==> config.mk <==
export PLATFORM = sky130hd
export DESIGN_NAME = matrix_ram_sequencer
export DESIGN_NICKNAME = d
export VERILOG_FILES = /design/src/rtl/matrix_ram_sequencer.sv
export SDC_FILE = /design/constraint.sdc
export NUM_CORES = 1
export LEC_CHECK = 0
export BUFFER_PORTS_ARGS = -buffer_cell sky130_fd_sc_hd__buf_2
export CORE_MARGIN = 1
export CORE_UTILIZATION = 40
export CTS_CLUSTER_DIAMETER = 40
export DETAILED_ROUTE_END_ITERATION = 8
export GPL_ROUTABILITY_DRIVEN = 0
export GPL_TIMING_DRIVEN = 0
export MAX_ROUTING_LAYER = met4
export PLACE_DENSITY_LB_ADDON = 0.15
export SLEW_MARGIN = 20
export SYNTH_ARGS = -nofsm -noshare
export SYNTH_HDL_FRONTEND = slang
export SYNTH_SLANG_ARGS = --single-unit
==> constraint.sdc <==
create_clock -name clk -period 2.8 [get_ports clk]
set_input_delay 0.28 -clock clk [delete_from_list [all_inputs] [get_ports clk]]
set_output_delay 0.28 -clock clk [all_outputs]
set_load 0.02 [all_outputs]
==> src/rtl/matrix_ram_sequencer.sv <==
// matrix_ram_sequencer: sole RAM master for one 3x3 matrix product.
// Streams A and B into the datapath, kicks it, and writes the nine results back.
module matrix_ram_sequencer #(
    parameter int A_BASE  = 0,
    parameter int B_BASE  = 9,
    parameter int C_BASE  = 64,
    parameter int TIMEOUT = 255
) (
    input  logic        clk,
    input  logic        clr,
    input  logic        start,
    input  logic [31:0] ram_q,
    output logic [6:0]  ram_addr,
    output logic [31:0] ram_data,
    output logic        ram_we,
    output logic        mx_load,
    output logic        mx_sel,
    output logic [3:0]  mx_idx,
    output logic [31:0] mx_operand,
    output logic        mx_start,
    input  logic        mx_busy,
    input  logic        mx_done,
    input  logic [31:0] mx_result,
    output logic        busy,
    output logic        done,
    output logic        err
);
    localparam logic [2:0] IDLE   = 3'd0;
    localparam logic [2:0] LOAD_A = 3'd1;
    localparam logic [2:0] LOAD_B = 3'd2;
    localparam logic [2:0] KICK   = 3'd3;
    localparam logic [2:0] WAIT   = 3'd4;
    localparam logic [2:0] STORE  = 3'd5;
    localparam logic [2:0] DONE   = 3'd6;
    localparam logic [2:0] ERR    = 3'd7;

    logic [2:0] state;
    logic [3:0] idx;
    logic [7:0] timer;
    logic       last;

    assign last = idx == 4'd8;

    always_ff @(posedge clk or negedge clr) begin
        if (!clr) begin
            state <= IDLE;
            idx   <= 4'd0;
            timer <= 8'd0;
        end else begin
            case (state)
                IDLE, ERR: if (start) begin
                    state <= LOAD_A;
                    idx   <= 4'd0;
                end
                LOAD_A: begin
                    idx <= last ? 4'd0 : idx + 4'd1;
                    if (last) state <= LOAD_B;
                end
                LOAD_B: begin
                    idx <= last ? 4'd0 : idx + 4'd1;
                    if (last) state <= KICK;
                end
                KICK: if (!mx_busy) begin
                    timer <= 8'd0;
                    state <= WAIT;
                end
                WAIT: if (mx_done) begin
                    idx   <= 4'd0;
                    state <= STORE;
                end else begin
                    timer <= timer + 8'd1;
                    if (timer == 8'(TIMEOUT - 1)) state <= ERR;
                end
                STORE: begin
                    idx <= last ? 4'd0 : idx + 4'd1;
                    if (last) state <= DONE;
                end
                default: state <= IDLE;
            endcase
        end
    end

    // Outputs are pure decodes of state so reset forces them all to 0 at once.
    assign mx_load    = state == LOAD_A || state == LOAD_B;
    assign mx_sel     = state == LOAD_B;
    assign ram_we     = state == STORE;
    assign ram_addr   = state == LOAD_A ? 7'(A_BASE) + {3'b000, idx} :
                        state == LOAD_B ? 7'(B_BASE) + {3'b000, idx} :
                        ram_we          ? 7'(C_BASE) + {3'b000, idx} : 7'd0;
    assign mx_idx     = (mx_load || ram_we) ? idx : 4'd0;
    assign mx_operand = mx_load ? ram_q : 32'd0;
    assign ram_data   = ram_we ? mx_result : 32'd0;
    assign mx_start   = state == KICK && !mx_busy;
    assign busy       = state != IDLE && state != ERR;
    assign done       = state == DONE;
    assign err        = state == ERR;
endmodule

==> results by group <==
Worst setup path
  – R2R depth: 8
  – Worst EP required: 2.52 ns
  – Crit path capture type: output port
  – Worst Path Arrival: 2.14 ns
  – Levels on crit path: 6
  – Crit path cell chain: buf_6 > clkbuf_1 > nor3_1 > clkbuf_1 > and2_1 > buf_2
  – Worst Path Buf+Inv: 4
  – Kind of critical path: flip-flop to output port
  – CP dominant cell by count: clkbuf_1
  – CP max-delay cell: nor3_1
  – Slowest stage delay, CP: 0.50 ns
  – CP delay by family, top: buffers and inverters
  – CP max FO: 11
  – CP Launch Type: flip-flop

Global route
  – GRT overflow: 0
  – Largest net degree at the start of global routing: 16
  – Total GRT Usage: 23.7%
  – Initial antenna violation count: 1
  – Vias in the first global route: 1674
  – First-pass GRT wire length: 7.50 mm

STA
  – Skew final: 0.00106 ns
  – Setup Viol. Count Final: 0
  – RSZ-0062 raised after global routing: no
  – Final Hold Viols: 0
  – Fin crit share: 86.5%
  – Tmin final: 2.42 ns
  – Final setup TNS: 0 ns
  – Slew @ Worst Pin: 0.561 ns
  – Slew Limit Fails: 0
  – Slew margin rel.: 62.4%
  – Max Clock Freq: 413 MHz

Cells and area
  – Finished Core Util: 65.4%
  – Fin area: 2410 µm²
  – Most frequent cells in the layout: 151 x buf_2, 64 x and2_1, 17 x nor2_1, 15 x dfrtp_1, 14 x nand2_1
  – Layout cells sized above 1: 45.3%
  – Commonest non-fill, non-tap cell in the layout: buf_2
  – Nets: 437
  – Fillcell total: 359
  – P&R area growth vs syn: 55.7%

Floorplanning
  – Ports: 151
  – Die Footprint: 4130 µm²
  – Die Height: 64.2 µm
  – Die width: 64.2 µm
  – Starting Density: 42.0%
  – Core box area: 3690 µm²
  – Row cnt: 22

Clock tree
  – CTS tree: yes
  – CTS Root Cell: clkbuf_8
  – Post-CTS setup buffers: 0
  – H-tree depth: 1
  – # clock sinks: 15
  – CTS Hold Buffers Added: 1
  – Clock buffer depth: 2
  – CTS Buf Count: 3
  – Reg clk slew, reported paths: 0.06 ns
  – Worst skew pair latency: 0.24 ns
  – Post-CTS sizing: 0

Logic synthesis
  – Synth warn: 0
  – Synth Area per Inst: 7.45 µm²
  – Synth Instances: 208
  – Post-synthesis sequential area ratio: 24.2%
  – Unique cell type count in the Yosys netlist: 44
  – Synth Cell Area: 1550 µm²
  – Syn nets: 282
  – Yosys reg bits: 15

Detailed routing
  – DRT Wirelength: 4.91 mm
  – Vias/cell: 4.62
  – Antenna Violating Nets Remaining: 0
  – Drt wl/cell: 11.9 µm
  – Drt pass-1 iters: 4
  – First DRT Iteration DRCs: 60
  – DRC: 0
  – DR vias: 1899

Hold path
  – Cells on Worst Hold Path: 3
  – Min-delay worst type: primary input to flip-flop

Placement
  – Post-DP HPWL: 4.04 mm
  – IO buf count: 149
  – DP Area: 2350 µm²

Outcome
  – Status: completed

Pwr
  – Max VDD drop: 0.000386 V
  – Pwr dens: 960 nW/µm²
  – Overall power: 0.00232 W
  – Leak: 1.43 nW

Flow run
  – Max cap viols: 0
cells by family (layout without fill, tap and decap cells):
| kind of cell | after synthesis | count (layout) | synth area share [%] |
|---|---|---|---|
| other cells | 1 | 2 | 0.242 |
| compound gates | 30 | 30 | 13.6 |
| buf+inv | 25 | 179 | 7.27 |
| mux | 1 | 1 | 0.646 |
| flops | 15 | 15 | 24.2 |
| xor+xnor | 8 | 8 | 4.52 |
| fa+ha+maj | 5 | 5 | 4.04 |
| simple gates | 123 | 123 | 45.5 |
power breakdown:
part	switching (W)	leakage, nW	total, W	internal, W
Combinational	0.00115	1.21	0.00183	0.000679
Sequential	0.0000440	0.200	0.000315	0.000271
Clock	0.0000728	0.0228	0.000173	0.000101
Total	0.00127	1.43	0.00232	0.00105
final cells by class:
type / instances / area [µm²] / area share, %
Sequential cell: 15 / 375 / 15.6
Tap cell: 48 / 60.1 / 2.49
Clock buffer: 4 / 45.0 / 1.87
Multi-Input combinational cell: 168 / 1060 / 44.0
Timing Repair Buffer: 150 / 756 / 31.3
Antenna cell: 1 / 2.50 / 0.104
Buffer: 16 / 78.8 / 3.27
Inverter: 9 / 33.8 / 1.40
per-stage QoR:
step / hold WS (ns) / setup slack [ns] / instances
6_report: 0.394 / 0.377 / 411
5_1_grt: 0.412 / 0.189 / 411
4_1_cts: 0.397 / 0.349 / 410
3_5_place_dp: 0.207 / 0.632 / 405
3_3_place_gp: 0.203 / 0.647 / 405
2_1_floorplan: -0.0156 / 0.821 / 208
Yosys cell counts (all sizes together):
cell type	instances	area, µm²
a211o	1	8.76
a21boi	1	7.51
a21o	2	15.0
a21oi	4	20.0
a31oi	1	6.26
a41o	2	20.0
and2	64	400
and3	1	6.26
buf	6	40.0
clkbuf	10	38.8
conb	1	3.75
dfrtp	15	375
ha	5	62.6
inv	9	33.8
mux2i	1	10.0
nand2	14	52.6
nand3	4	25.0
nand3b	1	7.51
nand4	4	25.0
nor2	17	63.8
nor2b	5	31.3
nor3	7	40.0
nor3b	1	7.51
nor4b	1	15.0
o21ai	11	55.1
o21bai	2	15.0
o221a	1	11.3
o22ai	2	26.3
o31a	1	8.76
o31ai	1	7.51
o41ai	1	8.76
or2	1	6.26
or3	1	6.26
or4	1	7.51
or4b	1	10.0
xnor2	5	43.8
xor2	3	26.3
sequential cells by signal (all words and copies together), names as in the netlist:
name and cells:
idx 4, state 3, timer 8
path summary, 6_finish.rpt:
check | from | end | slack [ns]
worst min-delay path | mx_busy | timer[4] | 0.39
worst max-delay path | state[1] | ram_data[25] | 0.38
min in group asynchronous | clr | timer[4] | 0.46
worst min register to register | timer[6] | timer[6] | 0.56
max in group asynchronous | clr | timer[0] | 2.09
worst max register to register | state[1] | state[0] | 0.77
worst reg2reg max path: cells and delay by family (launching register included):
family,cells,cell delay (ns)
AND/OR/NAND/NOR,1,0.06
AO/OA/AOI/OAI,3,0.49
flip-flops,1,0.34
adder cells (fa/ha/maj),1,0.38
buffers and inverters,3,0.65
per-layer routing:
| layer | part of all wire [%] | global-route usage [%] | vias up | wire length [µm] |
|---|---|---|---|---|
| li1 | - | - | 992 | - |
| met1 | 42 | 26.7 | 825 | 2040 |
| met2 | 53 | 44.1 | 78 | 2590 |
| met3 | 4.8 | 2.86 | 4 | 234 |
| met4 | 0.90 | 5.56 | 0 | 44 |
| met5 | 0 | - | - | 0 |
Note: power is estimated with default switching activity, not from simulation.
